File: src/rtl/debouncer_multi.sv
// Multi-channel debouncer: per-channel 2-flop synchroniser, stability counter and FSM,
// with registered debounced level and one-cycle p_edge/n_edge/any_edge strobes.
module debouncer_multi #(
  parameter int CHANNELS        = 4,
  parameter int DEBOUNCE_CYCLES = 1_000_000,
  parameter bit EARLY_MODE      = 1'b0,
  parameter bit RESET_LEVEL     = 1'b0
) (
  input  logic                clk,
  input  logic                reset,
  input  logic [CHANNELS-1:0] noisy,
  output logic [CHANNELS-1:0] debounced,
  output logic [CHANNELS-1:0] p_edge,
  output logic [CHANNELS-1:0] n_edge,
  output logic [CHANNELS-1:0] any_edge
);

  localparam int CW = (DEBOUNCE_CYCLES < 1) ? 1 : $clog2(DEBOUNCE_CYCLES + 1);
  localparam logic [CW-1:0] CNT_LAST = CW'(DEBOUNCE_CYCLES);
  localparam logic [CW-1:0] CNT_PRE  = CW'(DEBOUNCE_CYCLES - 1);
  localparam logic [CW-1:0] CNT_ONE  = CW'(1);

  // PEND1/PEND0 are WAIT states in delayed mode and LOCK states in early mode.
  typedef enum logic [1:0] {
    STABLE0 = 2'd0,
    PEND1   = 2'd1,
    STABLE1 = 2'd2,
    PEND0   = 2'd3
  } state_t;

  for (genvar i = 0; i < CHANNELS; i++) begin : g_ch
    logic          sync1, sync2;
    state_t        state, state_nx;
    logic [CW-1:0] cnt, cnt_nx;
    logic          deb, deb_nx;
    logic          pe, pe_nx;
    logic          ne, ne_nx;
    logic          ae;

    always_ff @(posedge clk) begin
      if (reset) begin
        sync1 <= RESET_LEVEL;
        sync2 <= RESET_LEVEL;
        state <= RESET_LEVEL ? STABLE1 : STABLE0;
        cnt   <= '0;
        deb   <= RESET_LEVEL;
        pe    <= 1'b0;
        ne    <= 1'b0;
        ae    <= 1'b0;
      end else begin
        sync1 <= noisy[i];
        sync2 <= sync1;
        state <= state_nx;
        cnt   <= cnt_nx;
        deb   <= deb_nx;
        pe    <= pe_nx;
        ne    <= ne_nx;
        ae    <= pe_nx | ne_nx;
      end
    end

    always_comb begin
      state_nx = state;
      cnt_nx   = cnt;
      deb_nx   = deb;
      pe_nx    = 1'b0;
      ne_nx    = 1'b0;
      case (state)
        STABLE0: begin
          if (sync2) begin
            if (EARLY_MODE) begin
              state_nx = PEND1;
              cnt_nx   = CNT_ONE;
              deb_nx   = 1'b1;
              pe_nx    = 1'b1;
            end else if (DEBOUNCE_CYCLES <= 1) begin
              state_nx = STABLE1;
              deb_nx   = 1'b1;
              pe_nx    = 1'b1;
            end else begin
              state_nx = PEND1;
              cnt_nx   = CNT_ONE;
            end
          end
        end
        PEND1: begin
          if (EARLY_MODE) begin
            // Lockout holds for D+1 cycles in total before the opposite change is allowed.
            if (cnt == CNT_LAST) begin
              state_nx = STABLE1;
              cnt_nx   = '0;
            end else begin
              cnt_nx = cnt + CNT_ONE;
            end
          end else if (!sync2) begin
            state_nx = STABLE0;
            cnt_nx   = '0;
          end else if (cnt == CNT_PRE) begin
            state_nx = STABLE1;
            cnt_nx   = '0;
            deb_nx   = 1'b1;
            pe_nx    = 1'b1;
          end else begin
            cnt_nx = cnt + CNT_ONE;
          end
        end
        STABLE1: begin
          if (!sync2) begin
            if (EARLY_MODE) begin
              state_nx = PEND0;
              cnt_nx   = CNT_ONE;
              deb_nx   = 1'b0;
              ne_nx    = 1'b1;
            end else if (DEBOUNCE_CYCLES <= 1) begin
              state_nx = STABLE0;
              deb_nx   = 1'b0;
              ne_nx    = 1'b1;
            end else begin
              state_nx = PEND0;
              cnt_nx   = CNT_ONE;
            end
          end
        end
        PEND0: begin
          if (EARLY_MODE) begin
            if (cnt == CNT_LAST) begin
              state_nx = STABLE0;
              cnt_nx   = '0;
            end else begin
              cnt_nx = cnt + CNT_ONE;
            end
          end else if (sync2) begin
            state_nx = STABLE1;
            cnt_nx   = '0;
          end else if (cnt == CNT_PRE) begin
            state_nx = STABLE0;
            cnt_nx   = '0;
            deb_nx   = 1'b0;
            ne_nx    = 1'b1;
          end else begin
            cnt_nx = cnt + CNT_ONE;
          end
        end
        default: begin
          state_nx = STABLE0;
          cnt_nx   = '0;
        end
      endcase
    end

    assign debounced[i] = deb;
    assign p_edge[i]    = pe;
    assign n_edge[i]    = ne;
    assign any_edge[i]  = ae;
  end

endmodule

File: config.mk
export PLATFORM = sky130hd
export DESIGN_NAME = debouncer_multi
export DESIGN_NICKNAME = d
export VERILOG_FILES = /design/src/rtl/debouncer_multi.sv
export SDC_FILE = /design/constraint.sdc
export NUM_CORES = 1
export LEC_CHECK = 0
export BUFFER_PORTS_ARGS = -buffer_cell sky130_fd_sc_hd__buf_2
export CELL_PAD_IN_SITES_DETAIL_PLACEMENT = 1
export CELL_PAD_IN_SITES_GLOBAL_PLACEMENT = 1
export CORE_MARGIN = 2
export CORE_UTILIZATION = 44
export CTS_BUF_LIST = sky130_fd_sc_hd__clkbuf_16
export DETAILED_ROUTE_END_ITERATION = 16
export GPL_TIMING_DRIVEN = 0
export MAX_ROUTING_LAYER = met4
export PLACE_DENSITY_LB_ADDON = 0.1
export SETUP_SLACK_MARGIN = 0.4
export SYNTH_ARGS = -nofsm -noshare
export SYNTH_HDL_FRONTEND = slang
export SYNTH_SLANG_ARGS = --single-unit
File: constraint.sdc
create_clock -name clk -period 3.5 [get_ports clk]
set_input_delay 0.175 -clock clk [delete_from_list [all_inputs] [get_ports clk]]
set_output_delay 0.175 -clock clk [all_outputs]
set_load 0.03 [all_outputs]
==> Implementation_results.wiki <==
{| class="wikitable"
! Metric !! Value
|-
| Classification of the worst setup path || flop to flop
|-
| Count of state elements after synthesis || 112
|-
| Top FF cell, synth || sky130_fd_sc_hd__dfxtp_1
|-
| Port buffer count || 20
|-
| Area growth syn-to-layout || 10.57%
|-
| Least-Margin Pin Slew || 1.069 ns
|-
| IO Count || 22
|-
| Setup crit end kind || flop
|-
| Synth cell types || 65
|-
| First-pass GRT wire length || 23370 um
|-
| Pin count of the biggest net entering global routing || 18
|-
| Finished Layout Cells || 815
|-
| Number of global-route vias before repair || 4738
|-
| PnR Total Power || 2453 uW
|-
| Crit path arrival time || 2.58 ns
|-
| Post-route minimum period || 2.354 ns
|-
| Die Outline Area || 0.01320 sq mm
|-
| Detail Route Antenna Nets || 0
|-
| Post-layout worst setup margin || 1.146 ns
|-
| Count of vias placed by the detailed router || 4810
|-
| Fraction of final layout cells sized beyond drive strength 1 || 11.68%
|-
| Final-stage net count || 673
|-
| Share of flip-flops with an asynchronous set or reset || 0%
|-
| Clock network latency to the later pin of the worst-skew pair || 0.36 ns
|-
| Kind of path behind the tightest hold check || input pin to flop
|-
| Clock tree skew after final layout || 0.004980 ns
|-
| Antenna Cells || 0
|-
| Number of warning messages in the yosys log || 0
|-
| Total global routing overflow || 0
|-
| Gate count after technology mapping || 632
|-
| Starting DRT DRC Count || 261
|-
| Drc violations || 0
|-
| Max-slew violation total from the final report || 0
|-
| Gp weighted congestion || 0.8413
|-
| Number of optimization iterations in the first detailed-route pass || 4
|-
| Number of clock sinks || 112
|-
| Global routing usage summed across all routing layers || 22.64%
|-
| Share of the core filled with cells || 49.80%
|-
| Bufs on Longest Clock Path || 2
|-
| Synthesized area || 0.005410 sq mm
|-
| Horizontal die dimension || 114.9 um
|-
| Clock transition at the registers of the reported paths || 0.07 ns
|-
| Leak || 0.002096 uW
|-
| Cts-stage hold buffer count || 0
|-
| Effective utilization at floorplan || 45.04%
|-
| WL per Instance || 16.76 um
|-
| Antenna violations before repair || 0
|-
| Number of placement rows || 40
|-
| Share of the clock period used by the worst path || 67.25%
|-
| Critical Path Source Type || flop
|-
| Resize count post-CTS || 0
|-
| Placed wire-length estimate || 9741 um
|-
| Worst-path maximum fanout || 10
|-
| Worst slew margin || 28.20%
|-
| Number of flops mapped to enable cells by yosys || 0
|-
| Fill cell total of the finished layout || 1479
|-
| Required time of the worst setup path || 3.73 ns
|-
| Worst Setup Slack post-DPL || 1.092 ns
|-
| TritonCTS clock tree || done
|-
| Clock root buffer || sky130_fd_sc_hd__clkbuf_16
|-
| Max frequency || 0.4249 GHz
|-
| Postcts setup bufs || 0
|-
| Final setup violating endpoints || 0
|-
| Total routed wirelength || 13660 um
|-
| Status || completed
|-
| Max rail drop VDD || 0.2957 mV
|-
| Number of buffers created by CTS || 9
|-
| Power per cell area || 410.1 mW/mm^2
|-
| Area of the core region || 0.01201 sq mm
|-
| Final hold viol count || 0
|-
| RSZ-0062 raised after global routing || no
|-
| Max-cap violations || 0
|-
| Number of nets produced by synthesis || 642
|-
| Ratio of routed vias to standard cells || 5.902
|-
| Count of H-tree levels built during CTS || 3
|-
| Synthesized area per cell || 8.560 sq um
|-
| Final TNS setup || 0 ns
|-
| DIE HEIGHT || 114.9 um
|-
| Proportion of synthesized chip area in sequential cells || 41.44%
|-
| Number of placed cells counting well taps || 799
|}
path summary, 6_finish.rpt:
| path | slack [ns] | from | cells after the start | end |
|---|---|---|---|---|
| worst max-delay path | 1.15 | g_ch[2].cnt[0]$_SDFFE_PP0P_ | 6 | g_ch[2].cnt[12]$_SDFFE_PP0P_ |
| worst min-delay path | 0.02 | noisy[3] | 2 | g_ch[3].sync1$_SDFF_PP0_ |
| worst max register to register | 1.15 | g_ch[2].cnt[0]$_SDFFE_PP0P_ | 6 | g_ch[2].cnt[12]$_SDFFE_PP0P_ |
| worst min register to register | 0.45 | g_ch[0].sync1$_SDFF_PP0_ | 1 | g_ch[0].sync2$_SDFF_PP0_ |
layout make-up:
type                    count  area (sq um)  share of cell area (%)
well taps                 147         183.9                   3.075
clock inverters             7         62.56                   1.046
repair buffers             20         100.1                   1.673
flip-flops and latches    112          2242                   37.48
inverters                  16         60.06                   1.004
multi-input cells         467          2883                   48.19
plain buffers              37         225.2                   3.765
clock buffers               9         225.2                   3.765
per-stage QoR:
| step | hold WS [ns] | cell area [sq um] |
|---|---|---|
| 6_report | 0.02413 | 5982 |
| 5_1_grt | 0.01266 | 5982 |
| 4_1_cts | 0.01436 | 5982 |
| 3_5_place_dp | 0.3936 | 5694 |
| 3_3_place_gp | 0.3845 | 5694 |
| 2_1_floorplan | 0.3032 | 5410 |
cell usage in the layout (no fill, tap or decap), types with 6 or more instances in the layout:
cell type	Yosys	layout
sky130_fd_sc_hd__and3_1	15	15
sky130_fd_sc_hd__nor4_1	11	11
sky130_fd_sc_hd__xnor2_1	12	12
sky130_fd_sc_hd__nand2_1	62	62
sky130_fd_sc_hd__nand3_1	44	44
sky130_fd_sc_hd__clkbuf_16	0	9
sky130_fd_sc_hd__buf_4	17	17
sky130_fd_sc_hd__nand2b_1	11	11
sky130_fd_sc_hd__clkbuf_1	10	10
sky130_fd_sc_hd__nor2_1	46	46
sky130_fd_sc_hd__dfxtp_1	112	112
sky130_fd_sc_hd__nand4_1	15	15
sky130_fd_sc_hd__mux2i_1	6	6
sky130_fd_sc_hd__a22o_1	8	8
sky130_fd_sc_hd__inv_1	16	16
sky130_fd_sc_hd__buf_2	6	26
sky130_fd_sc_hd__nor2b_1	10	10
sky130_fd_sc_hd__a31oi_1	43	43
sky130_fd_sc_hd__nor3_1	15	15
sky130_fd_sc_hd__a21oi_1	44	44
sky130_fd_sc_hd__xor2_1	15	15
sky130_fd_sc_hd__o21ai_0	26	26
Yosys cell counts (10+ instances only):
library cell,instances,area (sq um)
sky130_fd_sc_hd__a31oi_1,43,269.0
sky130_fd_sc_hd__inv_1,16,60.06
sky130_fd_sc_hd__o21ai_0,26,130.1
sky130_fd_sc_hd__dfxtp_1,112,2242
sky130_fd_sc_hd__buf_4,17,127.6
sky130_fd_sc_hd__nand4_1,15,93.84
sky130_fd_sc_hd__xor2_1,15,131.4
sky130_fd_sc_hd__nand2_1,62,232.7
sky130_fd_sc_hd__xnor2_1,12,105.1
sky130_fd_sc_hd__nand3_1,44,220.2
sky130_fd_sc_hd__nor4_1,11,68.82
sky130_fd_sc_hd__clkbuf_1,10,37.54
sky130_fd_sc_hd__and3_1,15,93.84
sky130_fd_sc_hd__nor3_1,15,75.07
sky130_fd_sc_hd__nor2_1,46,172.7
sky130_fd_sc_hd__a21oi_1,44,220.2
sky130_fd_sc_hd__nor2b_1,10,62.56
sky130_fd_sc_hd__nand2b_1,11,68.82
layer usage:
metal  global-route usage, %  routed length, um  up-vias
li1                        -                  -     2376
met1                   29.76               6702     2339
met2                   35.49               6350       79
met3                   4.955                458       16
met4                   5.783                146        0
met5                       -                  0        -
kinds of logic after synthesis:
| kind of cell | Yosys count | synth area share (%) |
|---|---|---|
| simple gates | 275 | 28.42 |
| compound gates | 154 | 18.15 |
| flops | 112 | 41.44 |
| buf+inv | 53 | 5.273 |
| xor+xnor | 28 | 4.672 |
| mux | 6 | 1.110 |
| fa+ha+maj | 4 | 0.9251 |
flip-flops by register name (all words and copies together) (netlist names), named ones only:
signal	count
g_ch.ae	4
g_ch.cnt	80
g_ch.deb	4
g_ch.ne	4
g_ch.pe	4
g_ch.state	4
g_ch.sync1	4
g_ch.sync2	4
power breakdown:
group / total, uW / switching, uW / internal (uW)
Clock: 1030 / 484 / 548
Combinational: 115 / 76.9 / 37.7
Sequential: 1310 / 17.5 / 1290
Total: 2450 / 578 / 1880
worst max-delay path: stages, from the launching register on:
cell and delay (ns):
sky130_fd_sc_hd__dfxtp_1 0.38, sky130_fd_sc_hd__ha_1 0.31, sky130_fd_sc_hd__nand3_1 0.17, sky130_fd_sc_hd__nor3_1 0.46, sky130_fd_sc_hd__a21oi_1 0.33, sky130_fd_sc_hd__nor2_2 0.42, sky130_fd_sc_hd__o21ai_0 0.16
Power figures use the tool's default switching activity.
